## src/rtl/rv32i_defines.sv

```systemverilog
// Shared RV32I memory-access constants: load/store funct3 encodings, MMIO offsets,
// and small decode helpers used by the controller.
package rv32i_defines;

  localparam logic [2:0] FUNCT3_LB  = 3'b000;
  localparam logic [2:0] FUNCT3_LH  = 3'b001;
  localparam logic [2:0] FUNCT3_LW  = 3'b010;
  localparam logic [2:0] FUNCT3_LBU = 3'b100;
  localparam logic [2:0] FUNCT3_LHU = 3'b101;
  localparam logic [2:0] FUNCT3_SB  = 3'b000;
  localparam logic [2:0] FUNCT3_SH  = 3'b001;
  localparam logic [2:0] FUNCT3_SW  = 3'b010;

  localparam logic [27:0] MMIO_LEDS   = 28'h000_0000;
  localparam logic [27:0] MMIO_CYCLES = 28'h000_0004;

  function automatic logic funct3_illegal(input logic [2:0] f3, input logic is_store);
    logic bad;
    bad = 1'b1;
    case (f3)
      FUNCT3_LB, FUNCT3_LH, FUNCT3_LW: bad = 1'b0;
      FUNCT3_LBU, FUNCT3_LHU:          bad = is_store;
      default:                         bad = 1'b1;
    endcase
    return bad;
  endfunction

  function automatic logic misaligned(input logic [2:0] f3, input logic [1:0] offset);
    logic mis;
    mis = 1'b0;
    case (f3)
      FUNCT3_LH, FUNCT3_LHU: mis = offset[0];
      FUNCT3_LW:             mis = (offset != 2'b00);
      default:               mis = 1'b0;
    endcase
    return mis;
  endfunction

  function automatic logic [3:0] store_byte_ena(input logic [2:0] f3, input logic [1:0] offset);
    logic [3:0] be;
    be = 4'b1111;
    case (f3)
      FUNCT3_SB: be = 4'b0001 << offset;
      FUNCT3_SH: be = 4'b0011 << offset;
      default:   be = 4'b1111;
    endcase
    return be;
  endfunction

  // Store data is replicated into every lane so the byte enables alone pick the target.
  function automatic logic [31:0] store_lanes(input logic [2:0] f3, input logic [31:0] data);
    logic [31:0] lanes;
    lanes = data;
    case (f3)
      FUNCT3_SB: lanes = {4{data[7:0]}};
      FUNCT3_SH: lanes = {2{data[15:0]}};
      default:   lanes = data;
    endcase
    return lanes;
  endfunction

endpackage

```

## src/rtl/rv32i_load_align.sv

```systemverilog
// Combinational load extraction: picks the byte/halfword addressed by offset
// out of a 32-bit word and sign- or zero-extends it according to funct3.
module rv32i_load_align
  import rv32i_defines::*;
(
  input  logic [31:0] word,
  input  logic [1:0]  offset,
  input  logic [2:0]  funct3,
  output logic [31:0] data
);

  logic [7:0]  sel_byte;
  logic [15:0] sel_half;

  always_comb begin
    sel_byte = word[7:0];
    case (offset)
      2'd0:    sel_byte = word[7:0];
      2'd1:    sel_byte = word[15:8];
      2'd2:    sel_byte = word[23:16];
      default: sel_byte = word[31:24];
    endcase
  end

  assign sel_half = offset[1] ? word[31:16] : word[15:0];

  always_comb begin
    data = word;
    case (funct3)
      FUNCT3_LB:  data = {{24{sel_byte[7]}}, sel_byte};
      FUNCT3_LH:  data = {{16{sel_half[15]}}, sel_half};
      FUNCT3_LBU: data = {24'h0, sel_byte};
      FUNCT3_LHU: data = {16'h0, sel_half};
      default:    data = word;
    endcase
  end

endmodule

```

## src/rtl/rv32i_mem_ctrl.sv

```systemverilog
// RV32I data-memory controller: one outstanding load/store to a synchronous RAM
// or to a small MMIO block (LED register and free-running cycle counter).
module rv32i_mem_ctrl
  import rv32i_defines::*;
#(
  parameter int          ADDR_W     = 10,
  parameter int          RD_LATENCY = 1,
  parameter logic [31:0] MMIO_BASE  = 32'hF000_0000
) (
  input  logic              clk,
  input  logic              rst,
  input  logic              req,
  input  logic              we,
  input  logic [31:0]       addr,
  input  logic [31:0]       wdata,
  input  logic [2:0]        funct3,
  output logic [31:0]       rdata,
  output logic              ready,
  output logic              err,
  output logic [ADDR_W-1:0] ram_addr,
  output logic [31:0]       ram_wr_data,
  output logic [3:0]        ram_byte_ena,
  output logic              ram_wr_ena,
  input  logic [31:0]       ram_rd_data,
  output logic [31:0]       leds
);

  typedef enum logic [1:0] {
    S_IDLE,
    S_ACCESS,
    S_WAIT,
    S_DONE
  } state_t;

  localparam logic [2:0] LAT = 3'(RD_LATENCY);

  state_t      state;
  logic [31:0] addr_reg;
  logic [31:0] wdata_reg;
  logic [2:0]  funct3_reg;
  logic        we_reg;
  logic [2:0]  wait_cnt;
  logic [31:0] cycles;

  logic        req_mmio;
  logic        req_bad;
  logic        cur_mmio;
  logic [27:0] mmio_off;
  logic [31:0] mmio_word;
  logic [31:0] align_word;
  logic [31:0] load_data;

  // Narrow stores are rejected anywhere in MMIO space, not just at the LED register.
  assign req_mmio = (addr[31:28] == MMIO_BASE[31:28]);
  assign req_bad  = funct3_illegal(funct3, we) || misaligned(funct3, addr[1:0]) ||
                    (req_mmio && we && (funct3 != FUNCT3_SW));

  assign cur_mmio = (addr_reg[31:28] == MMIO_BASE[31:28]);
  assign mmio_off = {addr_reg[27:2], 2'b00};
  assign ram_addr = addr_reg[ADDR_W+1:2];

  always_comb begin
    mmio_word = 32'h0;
    case (mmio_off)
      MMIO_LEDS:   mmio_word = leds;
      MMIO_CYCLES: mmio_word = cycles;
      default:     mmio_word = 32'h0;
    endcase
  end

  assign align_word = cur_mmio ? mmio_word : ram_rd_data;

  rv32i_load_align u_load_align (
    .word   (align_word),
    .offset (addr_reg[1:0]),
    .funct3 (funct3_reg),
    .data   (load_data)
  );

  always_ff @(posedge clk or negedge rst) begin
    if (!rst) begin
      cycles <= 32'h0;
    end else begin
      cycles <= cycles + 32'd1;
    end
  end

  always_ff @(posedge clk or negedge rst) begin
    if (!rst) begin
      state        <= S_IDLE;
      addr_reg     <= 32'h0;
      wdata_reg    <= 32'h0;
      funct3_reg   <= 3'b000;
      we_reg       <= 1'b0;
      wait_cnt     <= 3'd0;
      ready        <= 1'b0;
      err          <= 1'b0;
      rdata        <= 32'h0;
      leds         <= 32'h0;
      ram_wr_ena   <= 1'b0;
      ram_byte_ena <= 4'b0000;
      ram_wr_data  <= 32'h0;
    end else begin
      case (state)
        S_IDLE: begin
          ready <= 1'b0;
          err   <= 1'b0;
          if (req) begin
            addr_reg   <= addr;
            wdata_reg  <= wdata;
            funct3_reg <= funct3;
            we_reg     <= we;
            if (req_bad) begin
              state <= S_DONE;
              ready <= 1'b1;
              err   <= 1'b1;
              rdata <= 32'h0;
            end else begin
              state <= S_ACCESS;
              // Write strobe is registered here so it is high for exactly the ACCESS cycle.
              if (we && !req_mmio) begin
                ram_wr_ena   <= 1'b1;
                ram_byte_ena <= store_byte_ena(funct3, addr[1:0]);
                ram_wr_data  <= store_lanes(funct3, wdata);
              end
            end
          end
        end

        S_ACCESS: begin
          ram_wr_ena   <= 1'b0;
          ram_byte_ena <= 4'b0000;
          if (cur_mmio) begin
            if (we_reg) begin
              if (mmio_off == MMIO_LEDS) begin
                leds <= wdata_reg;
              end
            end else begin
              rdata <= load_data;
            end
            state <= S_DONE;
            ready <= 1'b1;
          end else if (we_reg) begin
            state <= S_DONE;
            ready <= 1'b1;
          end else begin
            state    <= S_WAIT;
            wait_cnt <= 3'd1;
          end
        end

        S_WAIT: begin
          // wait_cnt counts edges since the RAM first saw the address.
          if (wait_cnt == LAT) begin
            rdata <= load_data;
            state <= S_DONE;
            ready <= 1'b1;
          end else begin
            wait_cnt <= wait_cnt + 3'd1;
          end
        end

        S_DONE: begin
          ready <= 1'b0;
          err   <= 1'b0;
          state <= S_IDLE;
        end

        default: begin
          state <= S_IDLE;
        end
      endcase
    end
  end

endmodule

```

## config.mk

```make
export PLATFORM = sky130hd
export DESIGN_NAME = rv32i_mem_ctrl
export DESIGN_NICKNAME = d
export VERILOG_FILES = /design/src/rtl/rv32i_defines.sv /design/src/rtl/rv32i_load_align.sv /design/src/rtl/rv32i_mem_ctrl.sv
export SDC_FILE = /design/constraint.sdc
export NUM_CORES = 1
export LEC_CHECK = 0
export BUFFER_PORTS_ARGS = -buffer_cell sky130_fd_sc_hd__buf_2
export CAP_MARGIN = 20
export CORE_MARGIN = 5
export CORE_UTILIZATION = 55
export CTS_CLUSTER_DIAMETER = 60
export DETAILED_ROUTE_END_ITERATION = 16
export PLACE_DENSITY = 0.8
export SYNTH_ARGS = -nofsm -noshare
export SYNTH_HDL_FRONTEND = slang
export SYNTH_SLANG_ARGS = --single-unit
```

## constraint.sdc

```tcl
create_clock -name clk -period 3.08 [get_ports clk]
set_input_delay 0.616 -clock clk [delete_from_list [all_inputs] [get_ports clk]]
set_output_delay 0.616 -clock clk [all_outputs]
set_load 0.01 [all_outputs]
```

* Word-level counts from Yosys, hierarchy flattened
Cells that the tools add are included.
** Word-level totals
- Bits in registers :: 208
- Input port bits :: 103
- Output and inout bits :: 113
** Cells by class
- Muxes and demuxes :: 40
- Shifts and indexed selects :: 2
- Reduce and logical (&&, ||, !) cells :: 27
- $add $sub $neg :: 2
- Bitwise gates (word level) :: 1
- Equality and inequality tests :: 27
** Operators with widths (count)
- two-way mux 32 bit :: 6
- one-hot mux 32 bit (2 select lines) :: 2
- one-hot mux 32 bit (4 select lines) :: 1
- one-hot mux 32 bit (3 select lines) :: 1
- adder 32 x 1 -> 32 bit, second input constant :: 1
- logical NOT 28 bit :: 1
- equality test 26 x 1 -> 1 bit, second input constant :: 1
- one-hot mux 8 bit (3 select lines) :: 1
- != test 2 bit, second input constant :: 9
- two-way mux 16 bit :: 1
- one-hot mux 4 bit (2 select lines) :: 2
- AND reduction 4 bit :: 4
- equality test 3 bit, second input constant :: 4
- two-way mux 4 bit :: 3
- two-way mux 1 bit :: 10
- equality test 3 x 1 -> 1 bit, second input constant :: 3
- two-way mux 3 bit :: 3
- equality test 4 bit, second input constant :: 2
- one-hot mux 1 bit (2 select lines) :: 4
- one-hot mux 2 bit (4 select lines) :: 1
- nonzero test 2 bit :: 4
- equality test 2 bit, second input constant :: 3
- logical NOT 3 bit :: 2
- two-way mux 2 bit :: 3
- 19 further kinds :: 27

* Longest topological paths before layout
Gate-level depths: netlist of the first run.
- Depth in word-level cells :: 8
- Depth in mapped cells :: 10
- Gate-level depth less buffers :: 8

* Cells and area by module
Synthesis of the first run repeated with hierarchy kept, for this count alone.
** Second synthesis, totals
- Cell total of the unflattened synthesis :: 943
- Area, all modules :: 10686.5 um^2
** By module, submodules not included
- rv32i_mem_ctrl :: times used 1, area an instance 9963.3 um^2, cells an instance 812
- rv32i_load_align :: times used 1, area an instance 723.2 um^2, cells an instance 131

* Worst setup path before layout of the first run
Ideal clock, no wire load.
- Path type :: register to register
- Start :: register state[0]
- End :: register rdata[11]
- Data arrival time :: 2.291 ns
- Cell stages (with the launch flop) :: 11
- Slack :: 0.724 ns
- Cells stage by stage :: dfrtp_1 -> inv_1 -> ha_1 -> clkbuf_1 -> nor2b_1 -> a211oi_1 -> nand3_1 -> nor2_1 -> clkbuf_1 -> o21a_1 -> a22o_1
** Between the ends
- Longest elaborated chain between the ends :: 3
- Elaborated cells between the ends (all ways) :: 11
- Classes of those cells :: 7 x eq/ne; 1 x mux; 3 x reduce/logical
** RTL lines
- start: declaration :: line rv32i_mem_ctrl.sv:37 : state_t state;
- start signal: assignment :: line rv32i_mem_ctrl.sv:90 : state <= S_IDLE;
- start signal: assignment :: line rv32i_mem_ctrl.sv:114 : state <= S_DONE;
- start signal: assignment :: line rv32i_mem_ctrl.sv:119 : state <= S_ACCESS;
- equality test 2 bit, or another cell as far along :: line rv32i_mem_ctrl.sv:104 : case (state)
- != test 2 bit (no source line) or nonzero test 3 bit (tied branches)
- AND reduction 6 bit (no source line)
- end signal: assignment :: line rv32i_mem_ctrl.sv:139 : rdata <= load_data;
- end signal: assignment :: line rv32i_mem_ctrl.sv:155 : rdata <= load_data;
- end: declaration :: line rv32i_mem_ctrl.sv:17 : output logic [31:0] rdata,
Several ways; a longest one is shown, not always the timed one.
A chain may end at the register's enable or synchronous reset.

* Worst setup path after layout of the first run
- Start :: register addr_reg[4]
- End :: register leds[20]
** Between the ends
- Longest elaborated chain between the ends :: 2
** RTL lines
- start: declaration :: line rv32i_mem_ctrl.sv:38 : logic [31:0] addr_reg;
- start signal: assignment :: line rv32i_mem_ctrl.sv:109 : addr_reg <= addr;
- logical NOT 28 bit :: line rv32i_mem_ctrl.sv:135 : if (mmio_off == MMIO_LEDS) begin
- AND reduction 4 bit (no source line)
- end signal: assignment :: line rv32i_mem_ctrl.sv:136 : leds <= wdata_reg;
- end: declaration :: line rv32i_mem_ctrl.sv:25 : output logic [31:0] leds
Every way passes these cells.

==> summary.md, run 1 <==
| Metric | Value |
|---|---|
| RSZ-0062 raised after global routing | no |
| Crit end category | flop |
| Final period utilization | 85.3% |
| Post-route setup slack | 0.452 ns |
| Number of remaining DRC errors | 0 |
| Via Count | 8,102 |
| Total of max-cap violations | 0 |
| Primary FF master, synth | dfrtp_1 |
| GRT overflow | 0 |
| Seq/Total Area, Yosys | 51.4% |
| Die height | 146 um |
| Fmax achieved | 381 MHz |
| Non-filler cells, final | 1,364 |
| Clock transition at path regs | 0.06 ns |
| Root buf cell | clkbuf_16 |
| Initial antenna violation count | 1 |
| Area grow syn2layout | 19.3% |
| Slew Limit Fails | 0 |
| Vias in the first global route | 8,096 |
| Synthesis Warnings | 0 |
| Status | finished clean |
| H-tree levels | 1 |
| Critical path type | flop to flop |
| Worst slack, placed | 0.504 ns |
| Detail Route Antenna Nets | 0 |
| Fin util | 67.1% |
| Initial drt markers | 639 |
| Distinct cells, synth | 62 |
| Area of the mapped netlist | 10,100 um2 |
| Rows | 49 |
| Top Ports | 216 |
| Die area | 21,200 um2 |
| Flops & latches, synth | 208 |
| Synthesized net count | 1,040 |
| Fraction of layout cells with a size suffix above 1 | 30.4% |
| Rel. slew slack | 35.2% |
| Core footprint | 18,000 um2 |
| Cells after Synth | 928 |
| DRT Pass-1 Iters | 5 |
| Gp weighted congestion | 0.912 |
| DP Cell Count | 1,328 |
| CTS tree | built |
| Slowest cell on crit path | buf_4 |
| Setup Skew | 0.0167 ns |
| Starting Density | 56.2% |
| First-pass GRT wire length | 44.3 mm |
| TritonCTS buffer count | 22 |
| CP Max Fanout | 32 |
| CTS Sinks | 208 |
| Worst endpoint required time | 3.46 ns |
| Mapped Avg Cell Area | 10.9 um2 |
| Ordered list of cells on the worst path | nor4_1 -> nand4_1 -> or2_1 -> nor4_4 -> buf_4 -> mux2_1 |
| Leakage | 5.92 nW |
| Pwr Density | 877 nW/um2 |
| Worst-Margin Slew | 0.971 ns |
| Pin count of the biggest net entering global routing | 82 |
| Final Hold Viols | 0 |
| Worst skew pair latency | 0.50 ns |
| Peak VDD IR | 0.563 mV |
| Drt wl/cell | 20.1 um |
| Setup Fix Bufs, Post-CTS | 0 |
| HP Class | input port to asynchronous set/reset pin |
| GRT Total Usage | 25.4% |
| Die W | 146 um |
| CTS Hold Buffers Added | 0 |
| Min Tclk post-route | 2.63 ns |
| DR vias/cell | 5.94 |
| Detailed-route wire length | 27.5 mm |
| Setup Total Neg Slack | 0 ns |
| Resize count post-CTS | 0 |
| Number of synthesized flops with an enable pin | 0 |
| Port-buffer cells | 215 |
| Worst path max stage delay | 0.43 ns |
| # nets final | 1,235 |
| CTS max path bufs | 3 |
| Detailed Place HPWL | 20.2 mm |
| Startpoint types | flop |
| FFs w/ async S/R, synth | 100% |
| CP arrival | 3.00 ns |
| Final Setup Violations | 0 |
[logic make-up after synthesis]
kind of cell,count (synthesis),synth area share [%]
AND/OR/NAND/NOR,245,11.0
flip-flops,208,51.4
multiplexers,160,17.1
buffers and inverters,80,3.56
adder cells (fa/ha/maj),9,1.11
XOR/XNOR,30,2.59
AO/OA/AOI/OAI,196,13.3
[area by class of cell]
cell class                      count  area, um2
Fill cell                        1409       5940
Sequential cell                   208       5210
Multi-Input combinational cell    640       4570
Timing Repair Buffer              239       1280
Clock buffer                       31        626
Tap cell                          229        287
Clock inverter                      4       76.3
Inverter                           12       45.0
Antenna cell                        1       2.50
[per-layer routing]
| metal | share of wire (%) | wire length [um] | global-route usage [%] | vias to the layer above |
|---|---|---|---|---|
| met5 | 0 | 0 | 0 | - |
| met4 | 2.1 | 574 | 5.83 | 0 |
| met3 | 8.9 | 2440 | 5.33 | 43 |
| met2 | 45 | 12400 | 38.8 | 378 |
| met1 | 44 | 12100 | 37.5 | 3917 |
| li1 | - | - | - | 3764 |
[synth_stat cells, drive strengths merged, types with 3 or more instances]
master | count | area (um2)
o21a | 6 | 45.0
clkbuf | 40 | 150
a21oi | 18 | 101
xnor2 | 20 | 175
o22ai | 3 | 18.8
nor4 | 10 | 83.8
nand2 | 145 | 544
xor2 | 10 | 87.6
a22o | 7 | 61.3
o31ai | 8 | 60.1
o211ai | 8 | 60.1
a32oi | 7 | 61.3
mux2i | 57 | 571
or2 | 3 | 18.8
ha | 9 | 113
and2 | 3 | 18.8
dfrtp | 208 | 5200
o221ai | 7 | 61.3
and3 | 8 | 50.1
o311ai | 25 | 219
mux2 | 103 | 1160
buf | 28 | 165
nand3 | 25 | 125
inv | 11 | 41.3
nor2 | 23 | 86.3
o31a | 6 | 52.6
o21ai | 75 | 375
and4 | 4 | 35.0
nor3 | 7 | 40.0
nand4 | 11 | 68.8
o2bb2ai | 6 | 52.6
[power breakdown]
part	switching, mW	internal (mW)	total (mW)
clock network	1.04	1.58	2.62
logic	2.18	1.66	3.83
registers	0.563	3.59	4.15
[final timing paths]
| kind | start | end | slack (ns) | depth (start not counted) |
|---|---|---|---|---|
| setup / recovery | addr_reg[4] | leds[20] | 0.45 | 6 |
| hold / removal | rst | ram_wr_ena | 0.16 | 1 |
| setup reg to reg | addr_reg[4] | leds[20] | 0.45 | 6 |
| hold reg to reg | ram_wr_data[1] | ram_wr_data[1] | 0.47 | 2 |
| max in group asynchronous | rst | rdata[1] | 2.02 | 2 |
| min in group clk | addr[4] | addr_reg[4] | 0.36 | 2 |
[placed cells by master (no fill, tap or decap), types with 4 or more instances in the layout]
cell type | Yosys | routed
o31ai_1 | 8 | 8
o221ai_1 | 7 | 7
o21a_1 | 6 | 6
a32oi_1 | 7 | 7
inv_1 | 11 | 11
nor2_1 | 23 | 22
clkbuf_16 | 0 | 23
nand4_1 | 11 | 11
and3_1 | 8 | 8
mux2_1 | 34 | 34
and4_1 | 4 | 4
mux2_2 | 69 | 69
buf_4 | 14 | 23
xnor2_1 | 20 | 20
mux2i_1 | 57 | 57
a21oi_1 | 17 | 17
clkbuf_1 | 40 | 6
o21ai_0 | 50 | 50
o311ai_1 | 17 | 17
a22o_1 | 7 | 7
nor3_1 | 6 | 6
ha_1 | 9 | 9
dfrtp_1 | 208 | 207
o311ai_0 | 8 | 8
nand3_1 | 25 | 25
xor2_1 | 10 | 10
buf_2 | 6 | 214
o2bb2ai_1 | 6 | 6
nor4_1 | 8 | 8
o211ai_1 | 8 | 8
o31a_1 | 6 | 6
nand2_1 | 145 | 144
o21ai_1 | 25 | 25
[worst max-delay path: cells and delay by family, from the launching register on]
family        cells  cell delay [ns]
mux               1             0.39
simple gates      4             1.28
flops             1             0.38
buf+inv           1             0.43
[stage by stage]
stage                     hold WS (ns)  power [mW]  instance area (um2)
after floorplan                  0.320        6.76                10100
after global placement           0.456        7.83                11400
after detailed placement         0.459        7.97                11400
after CTS                        0.187        10.6                12100
after global routing             0.210        11.2                12100
final                            0.159        10.6                12100
No activity file was read; power rests on OpenSTA's default activity.
==> run 2: changes to the inputs <==
--- a/config.mk
+++ b/config.mk
@@ -12,6 +12,7 @@
 export CTS_CLUSTER_DIAMETER = 60
 export DETAILED_ROUTE_END_ITERATION = 16
 export PLACE_DENSITY = 0.8
+export RECOVER_POWER = 100
 export SYNTH_ARGS = -nofsm -noshare
 export SYNTH_HDL_FRONTEND = slang
 export SYNTH_SLANG_ARGS = --single-unit
==> run 2 against run 1 <==
Compared with the run above:
- the flow now finishes with violations (capacitance limit, slew limit)
- wire length grew 0.20%
- sequential cell count did not move
- core utilization decreased by 1.1 points
- non-clock buffer count is the same
- clock power about the same
- hold slack better by 0.20 ns
- via count about the same
- total power down 1.5%
- critical endpoint unchanged
- largest power group unchanged
==> summary.md, run 2 (synthesized netlist as in run 1, its figures left out) <==
| Metric | Value |
|---|---|
| First-pass GRT wire length | 44.3 mm (unchanged) |
| Post-placement cell area | 11,400 um2 (unchanged) |
| Root buf cell | clkbuf_16 (unchanged) |
| Pwr Density | 878 nW/um2 (was 877 nW/um2) |
| Core footprint | 18,000 um2 (unchanged) |
| Worst R2R Path Depth | 6 (unchanged) |
| Ordered list of cells on the worst path | nor4_1 -> nand4_1 -> or2_1 -> nor4_4 -> buf_2 -> mux2_1 (was nor4_1 -> nand4_1 -> or2_1 -> nor4_4 -> buf_4 -> mux2_1) |
| Rows | 49 (unchanged) |
| Clock power frac | 25.0% (was 24.7%) |
| Drt wl/cell | 20.2 um (was 20.1 um) |
| DR vias/cell | 5.94 (about the same) |
| CP Max Fanout | 32 (unchanged) |
| Worst skew pair latency | 0.50 ns (about the same) |
| Final Hold Viols | 0 (unchanged) |
| DRT Pass-1 Iters | 5 (unchanged) |
| Worst-Margin Slew | 2.09 ns (was 0.971 ns) |
| Die area | 21,200 um2 (unchanged) |
| Failing checks | capacitance limit, slew limit |
| Resize count post-CTS | 0 (unchanged) |
| Fmax achieved | 349 MHz (was 381 MHz) |
| Design area | 11,900 um2 (was 12,100 um2) |
| Int Pwr | 6.68 mW (was 6.82 mW) |
| Vias in the first global route | 8,096 (unchanged) |
| Fraction of layout cells with a size suffix above 1 | 20.2% (was 30.4%) |
| Rel. slew slack | -39.2% (was 35.2%) |
| Detailed Place HPWL | 20.2 mm (unchanged) |
| Min Tclk post-route | 2.86 ns (was 2.63 ns) |
| Worst endpoint required time | 3.46 ns (about the same) |
| Setup Total Neg Slack | 0 ns (unchanged) |
| Slew Limit Fails | 82 (was 0) |
| Crit end category | flop (unchanged) |
| Initial drt markers | 642 (was 639) |
| Setup Skew | 0.0153 ns (was 0.0167 ns) |
| CP arrival | 3.24 ns (was 3.00 ns) |
| Setup Fix Bufs, Post-CTS | 0 (unchanged) |
| Non-filler cells, final | 1,364 (unchanged) |
| HP Class | input port to flop (was input port to asynchronous set/reset pin) |
| Leakage | 5.48 nW (was 5.92 nW) |
| Commonest non-fill, non-tap cells in the layout | 208 x dfrtp_1, 144 x nand2_1, 120 x clkbuf_1 (was 214 x buf_2, 207 x dfrtp_1, 144 x nand2_1) |
| Via Count | 8,100 (was 8,102) |
| Port-buffer cells | 215 (unchanged) |
| CTS Hold Buffers Added | 0 (unchanged) |
| Sequential cell fraction of total power | 39.8% (was 39.1%) |
| Top Ports | 216 (unchanged) |
| CTS Sinks | 208 (unchanged) |
| TritonCTS buffer count | 22 (unchanged) |
| # nets final | 1,235 (unchanged) |
| Final Setup Violations | 0 (unchanged) |
| GRT overflow | 0 (unchanged) |
| Initial antenna violation count | 1 (unchanged) |
| CTS tree | built (unchanged) |
| Detail Route Antenna Nets | 0 (unchanged) |
| H-tree levels | 1 (unchanged) |
| Slowest cell on crit path | buf_2 (was buf_4) |
| Final period utilization | 92.9% (was 85.3%) |
| GRT Total Usage | 25.4% (unchanged) |
| Pin count of the biggest net entering global routing | 82 (unchanged) |
| NetSw | 3.76 mW (was 3.78 mW) |
| Peak VDD IR | 0.550 mV (was 0.563 mV) |
| Fin util | 66.0% (was 67.1%) |
| Worst path max stage delay | 0.66 ns (was 0.43 ns) |
| Hold path cells | 2 |
| Area grow syn2layout | 17.4% (was 19.3%) |
| Power share of the combinational group | 35.2% (was 36.2%) |
| Startpoint types | flop (unchanged) |
| Clock transition at path regs | 0.06 ns (about the same) |
| Starting Density | 56.2% (unchanged) |
| Total of max-cap violations | 1 (was 0) |
| RSZ-0062 raised after global routing | no (unchanged) |
| Status | finished, violations left (was finished clean) |
| Detailed-route wire length | 27.5 mm (about the same) |
| Die W | 146 um (unchanged) |
| Most common cell after layout, fill and taps aside | dfrtp_1 (was buf_2) |
| Number of remaining DRC errors | 0 (unchanged) |
| Gp weighted congestion | 0.912 (unchanged) |
| DP Cell Count | 1,328 (unchanged) |
| Critical path type | flop to flop (unchanged) |
| Die height | 146 um (unchanged) |
| CTS max path bufs | 3 (unchanged) |
| Switching share of power | 36.0% (was 35.7%) |
[run 2: cell count changes in the layout (fill, tap and decap cells not counted), moves of 6 or more]
cell and change:
clkbuf_1 +114, buf_2 -111, o21ai_0 +16, o21ai_1 -16, buf_4 -8, clkbuf_2 +6
[run 2: cell type report]
cell class / count / area [um2]
fillers: 1474 / 6130
multi-input cells: 640 / 4560
diodes: 1 / 2.50
clock inverters: 4 / 76.3
clock buffers: 31 / 626
well taps: 229 / 287
flip-flops and latches: 208 / 5200
repair buffers: 239 / 1090
inverters: 12 / 45.0
[run 2: critical path: cells and delay by family (launching register included)]
| kind | cells | cell delay, ns |
|---|---|---|
| muxes | 1 | 0.41 |
| buffers and inverters | 1 | 0.66 |
| DFF | 1 | 0.39 |
| and+or+nand+nor | 4 | 1.27 |
[run 2: metal layers]
metal	track usage (%)	vias up	wire, um
met4	5.83	0	532
met2	38.8	404	12600
li1	-	3755	-
met3	5.33	39	2380
met5	0	-	0
met1	37.5	3902	12000
[run 2: power groups by stage]
stage	combinational, mW	clock (mW)	sequential (mW)
floorplan	2.59	0	4.17
detailed placement	3.79	0	4.17
global placement	3.69	0	4.14
CTS	3.81	2.66	4.14
finish	3.67	2.61	4.16
global route	4.04	2.77	4.26
[run 2: worst paths after layout]
path	startpoint	end	slack (ns)
setup reg to reg	addr_reg[4]	leds[20]	0.22
min in group asynchronous	rst	ram_byte_ena[3]	0.71
hold reg to reg	rdata[23]	rdata[23]	0.47
setup / recovery	addr_reg[4]	leds[20]	0.22
max in group asynchronous	rst	leds[23]	0.61
hold / removal	addr[27]	addr_reg[27]	0.35
[run 2: metrics by stage]
stage	total power, mW	hold WS (ns)	setup slack (ns)
3_5_place_dp	7.97	0.459	0.504
3_3_place_gp	7.83	0.456	0.554
6_report	10.4	0.355	0.218
5_1_grt	11.1	0.347	0.110
2_1_floorplan	6.76	0.320	0.724
4_1_cts	10.6	0.187	0.473
